### src/rtl/shunt_hs_array_deframer.sv
// Receive-side deframer for the handshake array transfer protocol: validates per-row
// 4-word headers and emits payload words tagged with row/column and last markers.
module shunt_hs_array_deframer #(
   parameter  int DATA_W       = 64,
   parameter  int MAX_ROWS     = 256,
   parameter  int MAX_PAYLOADS = 1024,
   localparam int NR_W  = $clog2(MAX_ROWS + 1),
   localparam int ROW_W = $clog2(MAX_ROWS),
   localparam int COL_W = $clog2(MAX_PAYLOADS),
   localparam int NP_W  = $clog2(MAX_PAYLOADS + 1)
) (
   input  logic              clk_i,
   input  logic              rst_i,
   input  logic              start_i,
   input  logic [NR_W-1:0]   cfg_n_rows_i,
   input  logic [31:0]       cfg_data_type_i,
   input  logic              in_valid_i,
   output logic              in_ready_o,
   input  logic [DATA_W-1:0] in_data_i,
   output logic              out_valid_o,
   input  logic              out_ready_i,
   output logic [DATA_W-1:0] out_data_o,
   output logic [ROW_W-1:0]  out_row_o,
   output logic [COL_W-1:0]  out_col_o,
   output logic              out_last_row_o,
   output logic              out_last_array_o,
   output logic [31:0]       trnx_type_o,
   output logic [31:0]       trnx_id_o,
   output logic              busy_o,
   output logic              done_o,
   output logic              err_len_o,
   output logic              err_id_o,
   output logic              err_type_o
);

   typedef enum logic [1:0] {S_IDLE, S_HDR, S_PAYLOAD, S_DRAIN} state_t;

   localparam logic [31:0] MAXP32 = 32'(MAX_PAYLOADS);

   state_t              state_q;
   logic [1:0]          hcnt_q;
   logic [31:0]         hdr_type_q, hdr_id_q, hdr_dt_q;
   logic [31:0]         cfg_dt_q;
   logic [NR_W-1:0]     n_rows_q;
   logic [ROW_W-1:0]    row_q;
   logic [COL_W-1:0]    col_q;
   logic [NP_W-1:0]     npay_q;
   logic                out_valid_q, out_last_row_q, out_last_array_q;
   logic [DATA_W-1:0]   out_data_q;
   logic [ROW_W-1:0]    out_row_q;
   logic [COL_W-1:0]    out_col_q;
   logic [31:0]         trnx_type_q, trnx_id_q;
   logic                busy_q, done_q, err_len_q, err_id_q, err_type_q;

   logic                in_fire, out_fire;
   logic [31:0]         n_pay;
   logic                bad_len, bad_type, bad_id, hdr_ok;
   logic                last_col, last_row;

   always_comb begin
      in_ready_o = (state_q == S_HDR) ||
                   ((state_q == S_PAYLOAD) && (!out_valid_q || out_ready_i));
      in_fire    = in_valid_i && in_ready_o;
      out_fire   = out_valid_q && out_ready_i;
      n_pay      = in_data_i[31:0];
      bad_len    = (n_pay == 32'd0) || (n_pay > MAXP32);
      bad_type   = (hdr_dt_q != cfg_dt_q);
      // Row 0 has no reference id yet; later rows must match the one latched from it.
      bad_id     = (row_q != '0) && (hdr_id_q != trnx_id_q);
      hdr_ok     = !(bad_len || bad_type || bad_id);
      last_col   = (NP_W'(col_q) == (npay_q - NP_W'(1)));
      last_row   = (NR_W'(row_q) == (n_rows_q - NR_W'(1)));
   end

   always_ff @(posedge clk_i) begin
      if (rst_i) begin
         state_q          <= S_IDLE;
         hcnt_q           <= '0;
         hdr_type_q       <= '0;
         hdr_id_q         <= '0;
         hdr_dt_q         <= '0;
         cfg_dt_q         <= '0;
         n_rows_q         <= '0;
         row_q            <= '0;
         col_q            <= '0;
         npay_q           <= '0;
         out_valid_q      <= 1'b0;
         out_data_q       <= '0;
         out_row_q        <= '0;
         out_col_q        <= '0;
         out_last_row_q   <= 1'b0;
         out_last_array_q <= 1'b0;
         trnx_type_q      <= '0;
         trnx_id_q        <= '0;
         busy_q           <= 1'b0;
         done_q           <= 1'b0;
         err_len_q        <= 1'b0;
         err_id_q         <= 1'b0;
         err_type_q       <= 1'b0;
      end else begin
         done_q     <= 1'b0;
         err_len_q  <= 1'b0;
         err_id_q   <= 1'b0;
         err_type_q <= 1'b0;
         if (out_fire) out_valid_q <= 1'b0;

         case (state_q)
            S_IDLE: begin
               if (start_i) begin
                  n_rows_q <= (cfg_n_rows_i == '0) ? NR_W'(1) : cfg_n_rows_i;
                  cfg_dt_q <= cfg_data_type_i;
                  row_q    <= '0;
                  col_q    <= '0;
                  hcnt_q   <= '0;
                  busy_q   <= 1'b1;
                  state_q  <= S_HDR;
               end
            end
            S_HDR: begin
               if (in_fire) begin
                  hcnt_q <= hcnt_q + 2'd1;
                  case (hcnt_q)
                     2'd0: hdr_type_q <= in_data_i[31:0];
                     2'd1: hdr_id_q   <= in_data_i[31:0];
                     2'd2: hdr_dt_q   <= in_data_i[31:0];
                     default: begin
                        err_len_q  <= bad_len;
                        err_id_q   <= bad_id;
                        err_type_q <= bad_type;
                        if (hdr_ok) begin
                           npay_q  <= n_pay[NP_W-1:0];
                           col_q   <= '0;
                           state_q <= S_PAYLOAD;
                           if (row_q == '0) begin
                              trnx_type_q <= hdr_type_q;
                              trnx_id_q   <= hdr_id_q;
                           end
                        end
                     end
                  endcase
               end
            end
            S_PAYLOAD: begin
               if (in_fire) begin
                  out_valid_q      <= 1'b1;
                  out_data_q       <= in_data_i;
                  out_row_q        <= row_q;
                  out_col_q        <= col_q;
                  out_last_row_q   <= last_col;
                  out_last_array_q <= last_col && last_row;
                  if (last_col) begin
                     if (last_row) begin
                        state_q <= S_DRAIN;
                     end else begin
                        row_q   <= row_q + ROW_W'(1);
                        hcnt_q  <= '0;
                        state_q <= S_HDR;
                     end
                  end else begin
                     col_q <= col_q + COL_W'(1);
                  end
               end
            end
            S_DRAIN: begin
               // Only the end-of-array word can be in the output register here.
               if (out_fire) begin
                  done_q  <= 1'b1;
                  busy_q  <= 1'b0;
                  state_q <= S_IDLE;
               end
            end
            default: state_q <= S_IDLE;
         endcase
      end
   end

   assign out_valid_o      = out_valid_q;
   assign out_data_o       = out_data_q;
   assign out_row_o        = out_row_q;
   assign out_col_o        = out_col_q;
   assign out_last_row_o   = out_last_row_q;
   assign out_last_array_o = out_last_array_q;
   assign trnx_type_o      = trnx_type_q;
   assign trnx_id_o        = trnx_id_q;
   assign busy_o           = busy_q;
   assign done_o           = done_q;
   assign err_len_o        = err_len_q;
   assign err_id_o         = err_id_q;
   assign err_type_o       = err_type_q;

endmodule

### config.mk
export PLATFORM = sky130hd
export DESIGN_NAME = shunt_hs_array_deframer
export DESIGN_NICKNAME = d
export VERILOG_FILES = /design/src/rtl/shunt_hs_array_deframer.sv
export SDC_FILE = /design/constraint.sdc
export NUM_CORES = 1
export LEC_CHECK = 0
export CAP_MARGIN = 20
export CORE_UTILIZATION = 47
export CTS_CLUSTER_DIAMETER = 30
export DETAILED_ROUTE_END_ITERATION = 12
export PLACE_DENSITY = 0.84
export SYNTH_ARGS = -nofsm -noshare
export SYNTH_HDL_FRONTEND = slang
export SYNTH_SLANG_ARGS = --single-unit
### constraint.sdc
create_clock -name clk_i -period 2.81 [get_ports clk_i]
set_clock_uncertainty 0.05 [all_clocks]
set_input_delay 0.281 -clock clk_i [delete_from_list [all_inputs] [get_ports clk_i]]
set_output_delay 0.281 -clock clk_i [all_outputs]
set_load 0.005 [all_outputs]
* After elaboration in Yosys (flattened, before gate mapping)
Cells that the tools add are included.
W data, S select, Z words.
** Word-level totals
- Register bits :: 324
- Bits in latches :: 0
- Memory bits (writable) :: 0
- Memory bits (read-only) :: 0
- Input port bits :: 110
- Output and inout port bits :: 155
- Word-level logic and storage cells :: 122
- Memories :: 0
** Cells by class
- Add/subtract/negate cells :: 5
- Multiply operators :: 0
- Divide/modulo/power cells :: 0
- $lt $le $gt $ge :: 1
- Equality and inequality tests :: 18
- Shift operators :: 0
- Mux-type cells :: 35
- Bitwise operators :: 5
- Reductions and logical operators :: 35
** Operator list (number)
- $ne A32 B32 Y1 :: 2
- $mux W10 :: 6
- $gt A32 B11 Y1 const B :: 1
- $logic_not A32 Y1 :: 1
- $mux W8 :: 4
- $pmux W10 S3 :: 1
- $mux W2 :: 13
- $ne A2 B2 Y1 const B :: 9
- $pmux W8 S2 :: 1
- $reduce_and A7 Y1 :: 2
- $reduce_and A3 Y1 :: 4
- $eq A10 B11 Y1 :: 1
- $sub A11 B1 Y11 const B :: 1
- $add A10 B1 Y10 const B :: 1
- $reduce_and A5 Y1 :: 2
- $eq A8 B9 Y1 :: 1
- $logic_not A9 Y1 :: 1
- $mux W9 :: 1
- $sub A9 B1 Y9 const B :: 1
- $add A8 B1 Y8 const B :: 1
- $logic_not A8 Y1 :: 1
- $pmux W2 S4 :: 1
- $reduce_bool A8 Y1 :: 1
- $eq A2 B2 Y1 const B :: 3
- 18 further kinds :: 39

* Longest topological paths before layout
Gate-level depths: netlist of the first run.
- Word-level depth :: 8
- Depth in mapped cells :: 12
- Gate-level depth less buffers :: 10

* Worst setup path after synthesis of the first run
No wires, ideal clock.
- Path kind :: reg2reg
- From :: reg npay_q[0]
- To :: reg row_q[5]
- Setup time :: 0.076 ns
- Data arrival time :: 2.621 ns
- Data required time :: 2.684 ns
- Setup slack :: 0.064 ns
- Cell stages (with the launch flop) :: 12
- Buffers on the path :: 1
- Clock period less this slack :: 2.746 ns
- Path through :: dfxtp_1 inv_1 ha_1 clkbuf_1 nor3b_1 xnor2_1 nand4_1 o311a_1 a211oi_2 a31oi_1 or4_1 a21boi_0
** Between the ends
- Word-level cells in the longest chain between the ends :: 4
** RTL lines
- from (decl) :: line 47 : logic [NP_W-1:0] npay_q;
- from (signal assigned) :: line 131 : npay_q <= n_pay[NP_W-1:0];
- $sub A11 B1 Y11 :: line 71 : last_col = (NP_W'(col_q) == (npay_q - NP_W'(1)));
- $eq A10 B11 Y1 :: line 71
- $ne A2 B2 Y1 (no line)
- $reduce_and A5 Y1 (no line)
- to (signal assigned) :: line 155 : row_q <= row_q + ROW_W'(1);
- to (decl) :: line 45 : logic [ROW_W-1:0] row_q;
Every way passes these cells.
A chain may end at the register's enable or synchronous reset.

* Final worst setup path of the first run
- From :: in in_data_i[6]
- To :: reg trnx_id_q[7], in the netlist trnx_id_o[7]
** Between the ends
- Word-level cells in the longest chain between the ends :: 6
- Elaborated cells between the ends (all ways) :: 7
- Those cells by class :: 1 x order compare; 1 x bitwise; 5 x reduce/logical
** RTL lines
- from (decl) :: line 19 : input logic [DATA_W-1:0] in_data_i,
- $gt A32 B11 Y1 or $logic_not A32 Y1 (tied branches) :: line 66 : bad_len = (n_pay == 32'd0) || (n_pay > MAXP32);
- $logic_or A1 B1 Y1 * :: line 66
- $logic_or A1 B1 Y1 * (2 in a row) :: line 70 : hdr_ok = !(bad_len || bad_type || bad_id);
- $not A1 Y1 (no line) *
- $reduce_and A5 Y1 (no line) *
- to (signal assigned) :: line 136 : trnx_id_q <= hdr_id_q;
- to (decl) :: line 52 : logic [31:0] trnx_type_q, trnx_id_q;
Every way passes the cells marked *; elsewhere a longest branch is shown, timed or not.

==> flow_metrics.tcl, run 1 <==
set metrics [dict create \
    drc 0 \
    hpwlAfterDp_um 27300 \
    endpoint_kind "flop" \
    synth_area_per_cell_um2 8.18 \
    start_util_pct 48.3 \
    place.gp.congestion 0.855 \
    cts_max_path_buffers 3 \
    drtPass1Iterations 7 \
    hold_path_class "primary input to flop" \
    first_global_vias 13100 \
    cp.required_ns 3.18 \
    fmax_ghz 0.345 \
    maxSlewHeadroom_pct 58.4 \
    seq_area_um2 6490 \
    vias_per_cell 5.72 \
    finalInstanceArea_um2 19100 \
    switching_power_mw 3.15 \
    min_period_over_period_pct 103 \
    die_h_um 169 \
    grtUsageTotal_pct 30.5 \
    synth-xor-area-share_pct 5.80 \
    routedWlPerCell_um 20.1 \
    hp-start "rst_i" \
    yosys.area_share.simple_pct 22.1 \
    pwr-share-comb_pct 5.2 \
    vias 13400 \
    synth_edf_count 0 \
    grt_pass1_wl_um 68900 \
    synth_top_family_by_area "simple AND/OR/NAND/NOR gates" \
    die_w_um 169 \
    rr_startpoint "cfg_dt_q[23]" \
    synth_ff_type "dfxtp_1" \
    hold_viol 0 \
    fin_cells 2339 \
    setup_ws_ns -0.0864 \
    cts_buffers 67 \
    htree_num_levels 3 \
    worst_pin_slew_ns 0.624 \
    share_seq_of_total_power_pct 34.7 \
    drt-initial-drc-count 1408 \
    grt_max_degree 139 \
    worstPathArrival_ns 3.26 \
    fillCellCount 1838 \
    leakage_nw 7.23 \
    synth_compound_area_share_pct 12.7 \
    maxCapViolCount 0 \
    power_density_nw_per_um2 713 \
    num_io_pins 265 \
    core_area_um2 27200 \
    place_ws_ns -0.644 \
    violations "negative setup slack" \
    dp.cells 2205 \
    ys_seq_area_share_pct 49.4 \
    syn_area_um2 13100 \
    yosys_warnings 0 \
    cts.sinks 324 \
    p_int_mw 10.5 \
    synthMuxAreaShare_pct 5.18 \
    tritoncts "built" \
    syn_inst 1604 \
    die_area_um2 28600 \
    swShare_pct 23.1 \
    synth-seq-cells 324 \
    synth-adder-area-share_pct 0.858 \
    clkTransAtPathRegs_ns 0.04 \
    critPathKind "primary input to flop" \
    area_delta_synth_final_pct 45.6 \
    clk_latency_ns 0.57 \
    antenna_found_initial 1 \
    io_buffers 264 \
    p_clk_share_pct 60.1 \
    drive_gt1_share_pct 11.8 \
    nets 2033 \
    syn-num-nets 1723 \
    setup_viol 3 \
    outcome "finished with violations" \
    period_minus_slack_ns 2.90 \
    multi_input_area_um2 6260 \
    cp-start-kind "primary input" \
    ant_nets 0 \
    clock-root-buffer "clkbuf_16" \
    slew_violations 0 \
    crit_fanout 6 \
    wirelength_um 47000 \
    rows 60 \
    ir_drop_uv 658 \
    yosysUniqueCellTypes 58 \
    postCtsHoldBufs 0 \
    async_flop_share_pct 0 \
    startpoint "in_data_i[6]" \
    place_area_um2 16500 \
    grt_remaining_overflow 0 \
    finalCoreUtilization_pct 70.3 \
]
==> cells in the mapped netlist, types with 3 or more instances <==
cell,n,area [um2]
nand2_1,480,1800
dfxtp_1,324,6490
a21oi_1,242,1210
clkbuf_1,94,353
nor2_1,92,345
xor2_1,71,622
mux2i_1,68,681
nor4_1,23,144
o21ai_0,19,95.1
inv_1,16,60.1
nor3_1,16,80.1
xnor2_1,16,140
nand3_1,13,65.1
nand4_1,13,81.3
or3_1,10,62.6
a21boi_0,9,67.6
ha_1,9,113
a31oi_1,6,37.5
buf_6,6,67.6
or4_1,6,45.0
buf_1,5,18.8
nand3b_1,5,37.5
nor2b_1,5,31.3
o21a_1,4,30.0
and2_0,3,18.8
and3_1,3,18.8
and4_1,3,26.3
nand2b_1,3,18.8
nor3b_1,3,22.5
o211ai_1,3,22.5
==> critical path, stage by stage <==
cell and delay (ns):
clkdlybuf4s50_1 0.43, or4_4 0.46, o31ai_4 0.30, nand4b_4 0.16, nor4_4 0.39, o2111ai_2 0.23
nor2_4 0.28, buf_6 0.20, buf_16 0.14, mux2i_1 0.27, nor2_1 0.09
==> placed cells by master, fill, tap and decap left out, types with 5 or more instances in the layout <==
cell type / n
buf_12: 8
a21oi_1: 242
buf_4: 68
clkdlybuf4s50_1: 252
nand3_1: 12
xnor2_1: 16
mux2i_1: 66
nor2_1: 89
inv_6: 8
nand4_1: 13
a21boi_1: 5
inv_1: 16
ha_1: 8
nor3_1: 15
nor2b_1: 5
a21boi_0: 5
bufinv_16: 9
clkbuf_16: 71
dfxtp_1: 323
dlymetal6s2s_1: 11
nand3b_1: 5
nor4_1: 20
a31oi_1: 5
clkinv_2: 14
nand2_1: 480
o21ai_0: 19
or3_1: 10
xor2_1: 71
clkbuf_8: 8
==> per-stage QoR <==
step           hold slack (ns)  setup TNS [ns]  power (mW)
2_1_floorplan            0.367               0        5.10
3_3_place_gp             0.391          -39.92        5.45
3_5_place_dp             0.396          -44.93        5.47
4_1_cts                 0.0960               0        13.6
5_1_grt                  0.122          -0.709        14.0
6_report                 0.110          -0.126        13.6
==> final cells by class <==
cell class	count	share of cell area, %
Timing Repair Buffer	348	18.3
Tap cell	372	2.43
Multi-Input combinational cell	1157	32.8
Antenna cell	1	0.0131
Clock inverter	41	2.72
Clock buffer	80	9.56
Inverter	16	0.314
Sequential cell	324	33.9
==> sequential cells by signal, indices dropped and copies added, names as in the netlist, 2 cells and up <==
signal,count
out_data_o,64
hcnt_q,2
hdr_dt_q,32
hdr_type_q,32
trnx_type_o,32
n_rows_q,9
trnx_id_o,32
out_row_o,8
out_col_o,10
col_q,10
state_q,2
cfg_dt_q,32
hdr_id_q,32
npay_q,11
row_q,8
==> power by group through the flow <==
stage	Clock [mW]	Combinational, mW	Sequential, mW
floorplan	0	0.309	4.80
global placement	0	0.645	4.81
detailed placement	0	0.661	4.81
CTS	8.19	0.678	4.73
global route	8.47	0.752	4.73
finish	8.19	0.715	4.73
==> per-layer routing <==
layer  routed length (um)  share of wire, %  GRT usage (%)  vias up
li1                     -                 -              -     5978
met1                17000                36           35.8     6247
met4                 2860               6.1           17.7        0
met5                    0                 0              0        -
met3                 5170                11           7.18      245
met2                22000                47           50.8      917
==> timing repair <==
action                     CTS  global route
setup buffers                1             6
setup endpoints to repair   67            81
gates resized for setup      3            37
pin swaps                    3            13
gates cloned                 1             4
==> logic make-up (layout without fill, tap and decap cells) <==
logic type | count (synthesis) | in the layout
other cells | 0 | 1
compound gates | 306 | 306
simple gates | 687 | 687
flops | 324 | 324
xor+xnor | 87 | 87
fa+ha+maj | 9 | 9
mux | 68 | 68
buf+inv | 123 | 485
==> path summary, 6_finish.rpt <==
| check | end | slack (ns) | cells past startpoint |
|---|---|---|---|
| worst max-delay path | trnx_id_o[7] | -0.09 | 11 |
| worst min-delay path | done_o | 0.11 | 2 |
| worst max register to register | trnx_id_o[7] | -0.07 | 10 |
| worst min register to register | out_data_o[33] | 0.40 | 2 |
(Power assumes the default switching activity.)
==> run 2: changes to the inputs <==
Settings changed: TNS_END_PERCENT set to 100.
==> results of run 2 <==
No change in the layout: final DEF, timing and power equal those of run 1.
==> run 3: changes to the inputs <==
Settings changed: CORE_ASPECT_RATIO set to 1.75.
==> run 3 against run 2 <==
Against the previous run: the run still ends with negative setup slack left; utilization shrank 4.3 points; clock power shrank 35%; register-to-register slack better by 0.06 ns; critical endpoint is now col_q[6]; highest routed layer is now met5.
==> flow_metrics.tcl, run 3 (synthesized netlist as in run 1, its figures left out) <==
set metrics [dict create \
    power_density_nw_per_um2 595 \
    grt_remaining_overflow 0 \
    first_global_vias 12200 \
    clock-root-buffer "clkbuf_16" \
    largest_register_ffs 64 \
    die_w_um 128 \
    multi_input_area_um2 6230 \
    crit_fanout 12 \
    ir_drop_uv 543 \
    endpoint_kind "flop" \
    grt_max_degree 118 \
    wirelength_um 42500 \
    hold_viol 0 \
    critPathKind "flop to flop" \
    leakage_nw 6.66 \
    setup_viol 1 \
    grt_pass1_wl_um 64100 \
    worstPathArrival_ns 3.23 \
    num_io_pins 265 \
    place_ws_ns -0.658 \
    worst_pin_slew_ns 0.771 \
    final_common_cell "nand2_1" \
    setup_ws_ns -0.0136 \
    totalPowerFinal_mw 10.7 \
    fmax_ghz 0.354 \
    grt_busiest_layer "met2" \
    fillCellCount 2105 \
    maxCapViolCount 0 \
    cts.sinks 324 \
    htree_num_levels 2 \
    period_minus_slack_ns 2.82 \
    drive_gt1_share_pct 9.31 \
    rr_startpoint "trnx_id_o[20]" \
    globalRouteMet3Util_pct 4.00 \
    cts_buffers 40 \
    core_area_um2 27300 \
    routedWlPerCell_um 18.6 \
    cts_max_path_buffers 3 \
    vias 12400 \
    layout_common_cells "480 x nand2_1, 323 x dfxtp_1, 259 x clkdlybuf4s50_1" \
    die_area_um2 28600 \
    hold_path_class "primary input to flop" \
    clkTransAtPathRegs_ns 0.06 \
    grt_util_met1_pct 29.8 \
    io_buffers 264 \
    vias_per_cell 5.44 \
    clk_latency_ns 0.55 \
    startpoint "trnx_id_o[20]" \
    violations "negative setup slack" \
    place.gp.congestion 0.884 \
    nets 2003 \
    postCtsHoldBufs 0 \
    ant_nets 0 \
    start_util_pct 48.0 \
    finalCoreUtilization_pct 66.0 \
    grtUsageTotal_pct 29.0 \
    drc 0 \
    cp.required_ns 3.21 \
    seq_area_um2 6490 \
    finalSetupTns_ns -0.0136 \
    maxSlewHeadroom_pct 48.6 \
    grt_util_met2_pct 52.1 \
    antenna_found_initial 3 \
    hp-start "in_data_i[6]" \
    die_h_um 223 \
    rows 80 \
    outcome "finished with violations" \
    tritoncts "built" \
    hpwlAfterDp_um 29200 \
    area_delta_synth_final_pct 37.5 \
    drtPass1Iterations 5 \
    drt-initial-drc-count 867 \
    min_period_over_period_pct 100 \
    slew_violations 0 \
    cp-start-kind "flop" \
]
-- run 3: per-layer routing --
metal / part of all wire (%) / wire length [um] / vias up
met5: 0.035 / 15 / -
met4: 8.3 / 3530 / 2
met3: 5.2 / 2220 / 185
met2: 52 / 21900 / 526
met1: 35 / 14800 / 5819
li1: - / - / 5891
-- run 3: report_power, final --
part | internal [mW] | total [mW] | switching (mW)
Combinational | 0.309 | 0.691 | 0.383
Sequential | 4.66 | 4.72 | 0.0563
Clock | 3.26 | 5.33 | 2.07
-- run 3: through the flow --
stage / hold slack (ns) / cell area [um2] / cells
2_1_floorplan: 0.367 / 13100 / 1604
3_5_place_dp: 0.395 / 16400 / 2201
6_report: 0.166 / 18000 / 2283
4_1_cts: 0.189 / 17900 / 2275
5_1_grt: 0.170 / 18000 / 2283
3_3_place_gp: 0.391 / 16400 / 2201
-- run 3: path summary, 6_finish.rpt --
kind         cells past startpoint              to  slack (ns)
min reg2reg                      2  out_data_o[56]        0.40
max reg2reg                      8        col_q[6]       -0.01
min                              4     hdr_dt_q[6]        0.17
max                              8        col_q[6]       -0.01
-- run 3: cell type report --
class	instances	area share, %
clock buffers	50	6.27
well taps	369	2.56
inverters	16	0.333
flip-flops and latches	324	35.9
repair buffers	345	18.9
multi-input cells	1157	34.5
clock inverters	20	1.46
diodes	2	0.0277
-- run 3: what timing repair did --
item,CTS,global route
setup endpoints to repair,55,78
cloned,1,2
pin swaps,5,10
buffers inserted,3,4
gates resized for setup,4,19
-- run 3: critical path, stage by stage, from the launching register on --
cell and delay, ns:
dfxtp_1 0.34, xor2_1 0.15, nor4_1 0.57, nand4_1 0.14, nor2_1 0.37, o221a_2 0.29, o21ba_4 0.20, or4_1 0.47
a21oi_1 0.14
